--- src/rtl/jkff_bank_sequencer.sv ---
// Round-robin command sequencer for a bank of JK flip-flops.
// Drives one-clock j/k pulses per granted command and keeps a shadow copy of the bank state.
module jkff_bank_sequencer #(
    parameter int unsigned WIDTH = 4
) (
    input  logic             clk,
    input  logic             clr,
    input  logic             req0,
    input  logic [1:0]       cmd0,
    input  logic [WIDTH-1:0] mask0,
    input  logic             req1,
    input  logic [1:0]       cmd1,
    input  logic [WIDTH-1:0] mask1,
    output logic             ack0,
    output logic             ack1,
    output logic             busy,
    output logic [WIDTH-1:0] j,
    output logic [WIDTH-1:0] k,
    output logic [WIDTH-1:0] q
);

    typedef enum logic [1:0] {
        IDLE    = 2'd0,
        DRIVE   = 2'd1,
        RECOVER = 2'd2
    } state_t;

    state_t           state, state_d;
    logic             last, last_d;
    logic             gnt0, gnt1;
    logic             ack0_d, ack1_d, busy_d;
    logic [WIDTH-1:0] j_d, k_d, q_d;

    // Next-state and next-output logic; j/k registers double as the latched command.
    always_comb begin
        state_d = state;
        last_d  = last;
        ack0_d  = 1'b0;
        ack1_d  = 1'b0;
        j_d     = '0;
        k_d     = '0;
        q_d     = q;
        // last==1 means requester 1 won most recently, so requester 0 wins a tie
        gnt0    = req0 & (~req1 | last);
        gnt1    = req1 & ~gnt0;

        case (state)
            IDLE: begin
                if (gnt0) begin
                    state_d = DRIVE;
                    last_d  = 1'b0;
                    ack0_d  = 1'b1;
                    j_d     = {WIDTH{cmd0[1]}} & mask0;
                    k_d     = {WIDTH{cmd0[0]}} & mask0;
                end else if (gnt1) begin
                    state_d = DRIVE;
                    last_d  = 1'b1;
                    ack1_d  = 1'b1;
                    j_d     = {WIDTH{cmd1[1]}} & mask1;
                    k_d     = {WIDTH{cmd1[0]}} & mask1;
                end
            end
            DRIVE: begin
                state_d = RECOVER;
                q_d     = (j & ~q) | (~k & q);
            end
            RECOVER: begin
                state_d = IDLE;
            end
            default: begin
                state_d = IDLE;
            end
        endcase

        busy_d = (state_d != IDLE);
    end

    // State and registered outputs.
    always_ff @(posedge clk or negedge clr) begin
        if (!clr) begin
            state <= IDLE;
            last  <= 1'b1;
            ack0  <= 1'b0;
            ack1  <= 1'b0;
            busy  <= 1'b0;
            j     <= '0;
            k     <= '0;
            q     <= '0;
        end else begin
            state <= state_d;
            last  <= last_d;
            ack0  <= ack0_d;
            ack1  <= ack1_d;
            busy  <= busy_d;
            j     <= j_d;
            k     <= k_d;
            q     <= q_d;
        end
    end

endmodule

--- config.mk ---
export PLATFORM = sky130hd
export DESIGN_NAME = jkff_bank_sequencer
export DESIGN_NICKNAME = d
export VERILOG_FILES = /design/src/rtl/jkff_bank_sequencer.sv
export SDC_FILE = /design/constraint.sdc
export NUM_CORES = 1
export LEC_CHECK = 0
export CELL_PAD_IN_SITES_DETAIL_PLACEMENT = 1
export CELL_PAD_IN_SITES_GLOBAL_PLACEMENT = 1
export CORE_MARGIN = 5
export CORE_UTILIZATION = 33
export DETAILED_ROUTE_END_ITERATION = 10
export GPL_TIMING_DRIVEN = 0
export PLACE_DENSITY_LB_ADDON = 0.1
export SLEW_MARGIN = 20
export SYNTH_ARGS = -nofsm -noshare
export SYNTH_HDL_FRONTEND = slang
export SYNTH_SLANG_ARGS = --single-unit
--- constraint.sdc ---
create_clock -name clk -period 2.9 [get_ports clk]
set_input_delay 0.435 -clock clk [delete_from_list [all_inputs] [get_ports clk]]
set_output_delay 0.435 -clock clk [all_outputs]
set_load 0.01 [all_outputs]
; Yosys cells after proc, flatten, opt, wreduce, memory -nomap -nowiden
; Index checks and enable logic that the tools add are counted.
[op_classes]
n_eq_ne = 1
n_mux = 16
n_bitwise = 14
n_reduce_logical = 4
[op_table]
columns = operator, count
row1 = $and 4x4->4, 6
row2 = $mux 4, 6
row3 = $not 4->4, 2
row4 = $mux 1, 7
row5 = $mux 2, 2
row6 = $or 4x4->4, 1
row7 = $pmux 2 s2, 1
row8 = $reduce_bool 2->1, 2
row9 = $and 1x1->1, 2
row10 = $eq 2x1->1 const B, 1
row11 = $logic_not 2->1, 1
row12 = $not 1->1, 2
row13 = $reduce_and 2->1, 1
row14 = $or 1x1->1, 1
[word_totals]
reg_bits = 18
input_bits = 16
output_inout_bits = 15
word_cells = 43

; Depth between registers and ports, before layout
[logic_depth]
depth_word = 9
ltp_mapped = 4
depth_no_buf = 3

; Worst setup path before layout
; Ideal clock, no wire load.
[synth_timing]
kind = register to register
startpoint = register last
endpoint = register j[0]
setup_time_ns = 0.121
t_arrival_ns = 1.011
required_ns = 2.779
slack_ns = 1.769
path_stages_with_launch = 4
path_buffers = 0
period_less_slack_ns = 1.131
cell_sequence = dfstp_2 nand2_1 and3_2 a22o_1
[synth_via]
elab_chain_len = 7
[synth_rtl]
columns = element, line_no
row1 = from (decl), 29  ; logic last, last_d;
row2 = from (signal assigned), 91  ; last <= last_d;
row3 = $or 1x1->1 (*), 44  ; gnt0 = req0 & (~req1 | last);
row4 = $and 1x1->1 (*), 44
row5 = $not 1->1, 45  ; gnt1 = req1 & ~gnt0;
row6 = $and 1x1->1, 45
row7 = $mux 4, 55  ; end else if (gnt1) begin
row8 = $mux 4 (*), 49  ; if (gnt0) begin
row9 = $mux 4 (*), 47  ; case (state)
row10 = named net j_d[0], 32  ; logic [WIDTH-1:0] j_d, k_d, q_d;
row11 = to (signal assigned), 95  ; j <= j_d;
row12 = to (decl), 17  ; output logic [WIDTH-1:0] j,
; The timed path passes the listed nets; every way through them passes the cells marked *.
; A chain may end at the register's enable or synchronous reset.

; Worst setup path in the final report
[layout_timing]
startpoint = register q[1]
endpoint = output port q[1]
[layout_lines]
columns = element, line_no
row1 = from (decl), 19  ; output logic [WIDTH-1:0] q
row2 = from (signal assigned), 97  ; q <= q_d;
; No word-level cell between the ends.

==> results.yml <==
logic_synthesis:
  ys_top_cells_by_count: "dfrtp_1, a22o_1, a21oi_1, a31oi_1"
  synthSimpleGateAreaFrac_pct: 15.4
  async_flop_share_pct: 100
  synth_top_area_share_pct: 60.8
  synth-seq-cells: 18
  synth_flop_cell: "dfrtp_1"
  synthTopCellsByArea: "dfrtp_1, a22o_1, and4b_4"
  netlist_area_um2: 699
  synthXorXnorAreaFrac_pct: 0
  ys_seq_area_share_pct: 64.6
  synthMuxAreaShare_pct: 0
  synth_compound_area_share_pct: 19.0
  synth_cells: 50
  ys_types: 18
  netlist.top_cell.by_area: "dfrtp_1"
  syn_area_per_cell_um2: 14.0
  synthAdderAreaFrac_pct: 0
  synth_edf_count: 0
  synth_top_family_by_area: "compound AO/OA/AOI/OAI gates"
  syn-num-nets: 66
  yosysMostFrequentCell: "dfrtp_1"
  yosys_warnings: 0
place:
  dpl_cell_area_mm2: 0.00103
  dp_hpwl_mm: 1.31
  gp_congestion: 0.784
  port_buffers: 30
  dp_slack_ns: 1.18
clock_network:
  clkSlewWorstSetupHoldPaths_ns: 0.10
  ctsLongestPathBuffers: 2
  clk_latency_ns: 0.29
  postCtsSetupBuffers: 0
  cts_resized: 0
  ctsRootBufferMaster: "clkbuf_4"
  cts_buffers: 3
  htreeDepth: 1
  clock-sinks: 18
  cts_tree: "yes"
  hold_buffers: 0
power_and_ir_drop:
  p_switching_uw: 288
  pwr-share-comb_pct: 38.7
  p_int_uw: 623
  clockPowerShare_pct: 16.9
  p_per_area_mw_per_mm2: 851
  power_frac_seq_pct: 44.4
  switching_share_pct: 31.6
  leakagePower_nw: 0.459
  ir_worst_vdd_mv: 0.438
timing:
  rsz0062_at_grt: "false"
  fin_skew_ns: 0.00461
  finalSetupTns_ns: 0
  min_period_ns: 1.66
  period_share_pct: 57.3
  finalSetupViolations: 0
  worstMarginPinSlew_ns: 0.787
  drv_slew: 0
  hold_slack_ns: 0.469
  max_clock_freq_ghz: 0.602
  slew_headroom_pct: 47.4
  hold_viol: 0
  setup_ws_ns: 1.24
setup_path:
  crit_path_end_kind: "output port"
  path_class: "flop to output port"
  path_buf_inv: 1
  critPathMaxFanout: 3
  cp_num_cells: 1
  slowest_stage: "clkdlybuf4s50_1"
  crit_family: "buffers and inverters"
  worstPathArrival_ns: 1.23
  worst-r2r-cell-count: 3
  reg2reg_from: "last"
  required_ns: 2.47
  max_stage_delay_ns: 0.55
  crit_start: "q[1]"
  path_cells: "clkdlybuf4s50_1"
  startpoint_type: "flop"
grt:
  grt_usage_pct: 11.5
  antenna_found_initial: 0
  grt_pass1_vias: 658
  grt_max_degree: 19
  grt_overflow: 0
  grt_pass1_wl_mm: 2.93
hold_path:
  hold_start: "k[1]"
  min-delay-path-class: "flop to flop"
  holdPathStages: 1
routing:
  drc: 0
  finalWirelength_mm: 1.61
  drt_pass1_iterations: 3
  wl_per_cell_um: 14.5
  drtAntennaViolNets: 0
  num_vias: 551
  viasPerCell: 4.96
  drtIter0Drc: 1
final_layout:
  final_area_mm2: 0.00107
  finalNetCount: 101
  diodes: 0
  drive_above_1_share_pct: 15.5
  post-route-util_pct: 54.0
  area_delta_synth_final_pct: 53.0
floorplanning:
  dieWidth_um: 56.0
  rows: 16
  die_h_um: 56.0
  die_area_mm2: 0.00314
  start_util_pct: 35.3
  io_pins: 31
  coreArea_mm2: 0.00198
run:
  drv_cap: 0
outcome:
  outcome: "completed"
## layout make-up
class	instances	area, um2
fillers	207	912
flip-flops and latches	18	452
repair buffers	30	300
multi-input cells	31	240
clock buffers	4	36.3
well taps	27	33.8
plain buffers	1	7.51
## per-layer routing
metal	vias up	part of all wire [%]	GRT usage, %	wire length (um)
met5	-	0	0	0
met4	0	0.93	3.05	15
met3	2	7.1	3.71	115
met2	25	46	19.5	745
met1	264	46	13.9	734
li1	260	-	-	-
## placed cells by master, fill, tap and decap left out, drive strengths merged
cell type	n
nor3b	1
o21a	1
nor2	2
dfstp	1
o32a	1
nor2b	2
nor3	1
and3	2
buf	1
and4b	2
dfrtp	17
and3b	1
a31oi	4
a22o	8
clkdlybuf4s50	30
nand2	1
clkbuf	4
a21oi	4
and2	1
## sequential cells by signal, indices dropped and copies added, names as in the netlist
| name | flops |
|---|---|
| j | 4 |
| k | 4 |
| q | 4 |
| state | 2 |
| ack0 | 1 |
| ack1 | 1 |
| busy | 1 |
| last | 1 |
## cells by family after synthesis
family	count (synthesis)
and+or+nand+nor	13
buffers and inverters	1
DFF	18
AOI/OAI and AO/OA	18
## power groups by stage
stage          Sequential [mW]  Combinational, mW  Clock (mW)
2_1_floorplan            0.431              0.141           0
3_3_place_gp             0.405              0.350           0
3_5_place_dp             0.412              0.359           0
4_1_cts                  0.406              0.361       0.160
5_1_grt                  0.419              0.391       0.166
6_report                 0.405              0.352       0.154
## final timing paths
kind                       slack [ns]  endpoint
hold / removal                   0.47      q[1]
max in group asynchronous        1.82      j[0]
min in group asynchronous        0.59      busy
hold reg to reg                  0.47      q[1]
setup / recovery                 1.24      q[1]
setup reg to reg                 1.67      j[0]
## metrics by stage
step | instances | power [mW]
floorplan | 50 | 0.572
global placement | 107 | 0.755
detailed placement | 107 | 0.771
CTS | 111 | 0.926
global route | 111 | 0.977
finish | 111 | 0.911
Note: power is estimated with default switching activity, not from simulation.
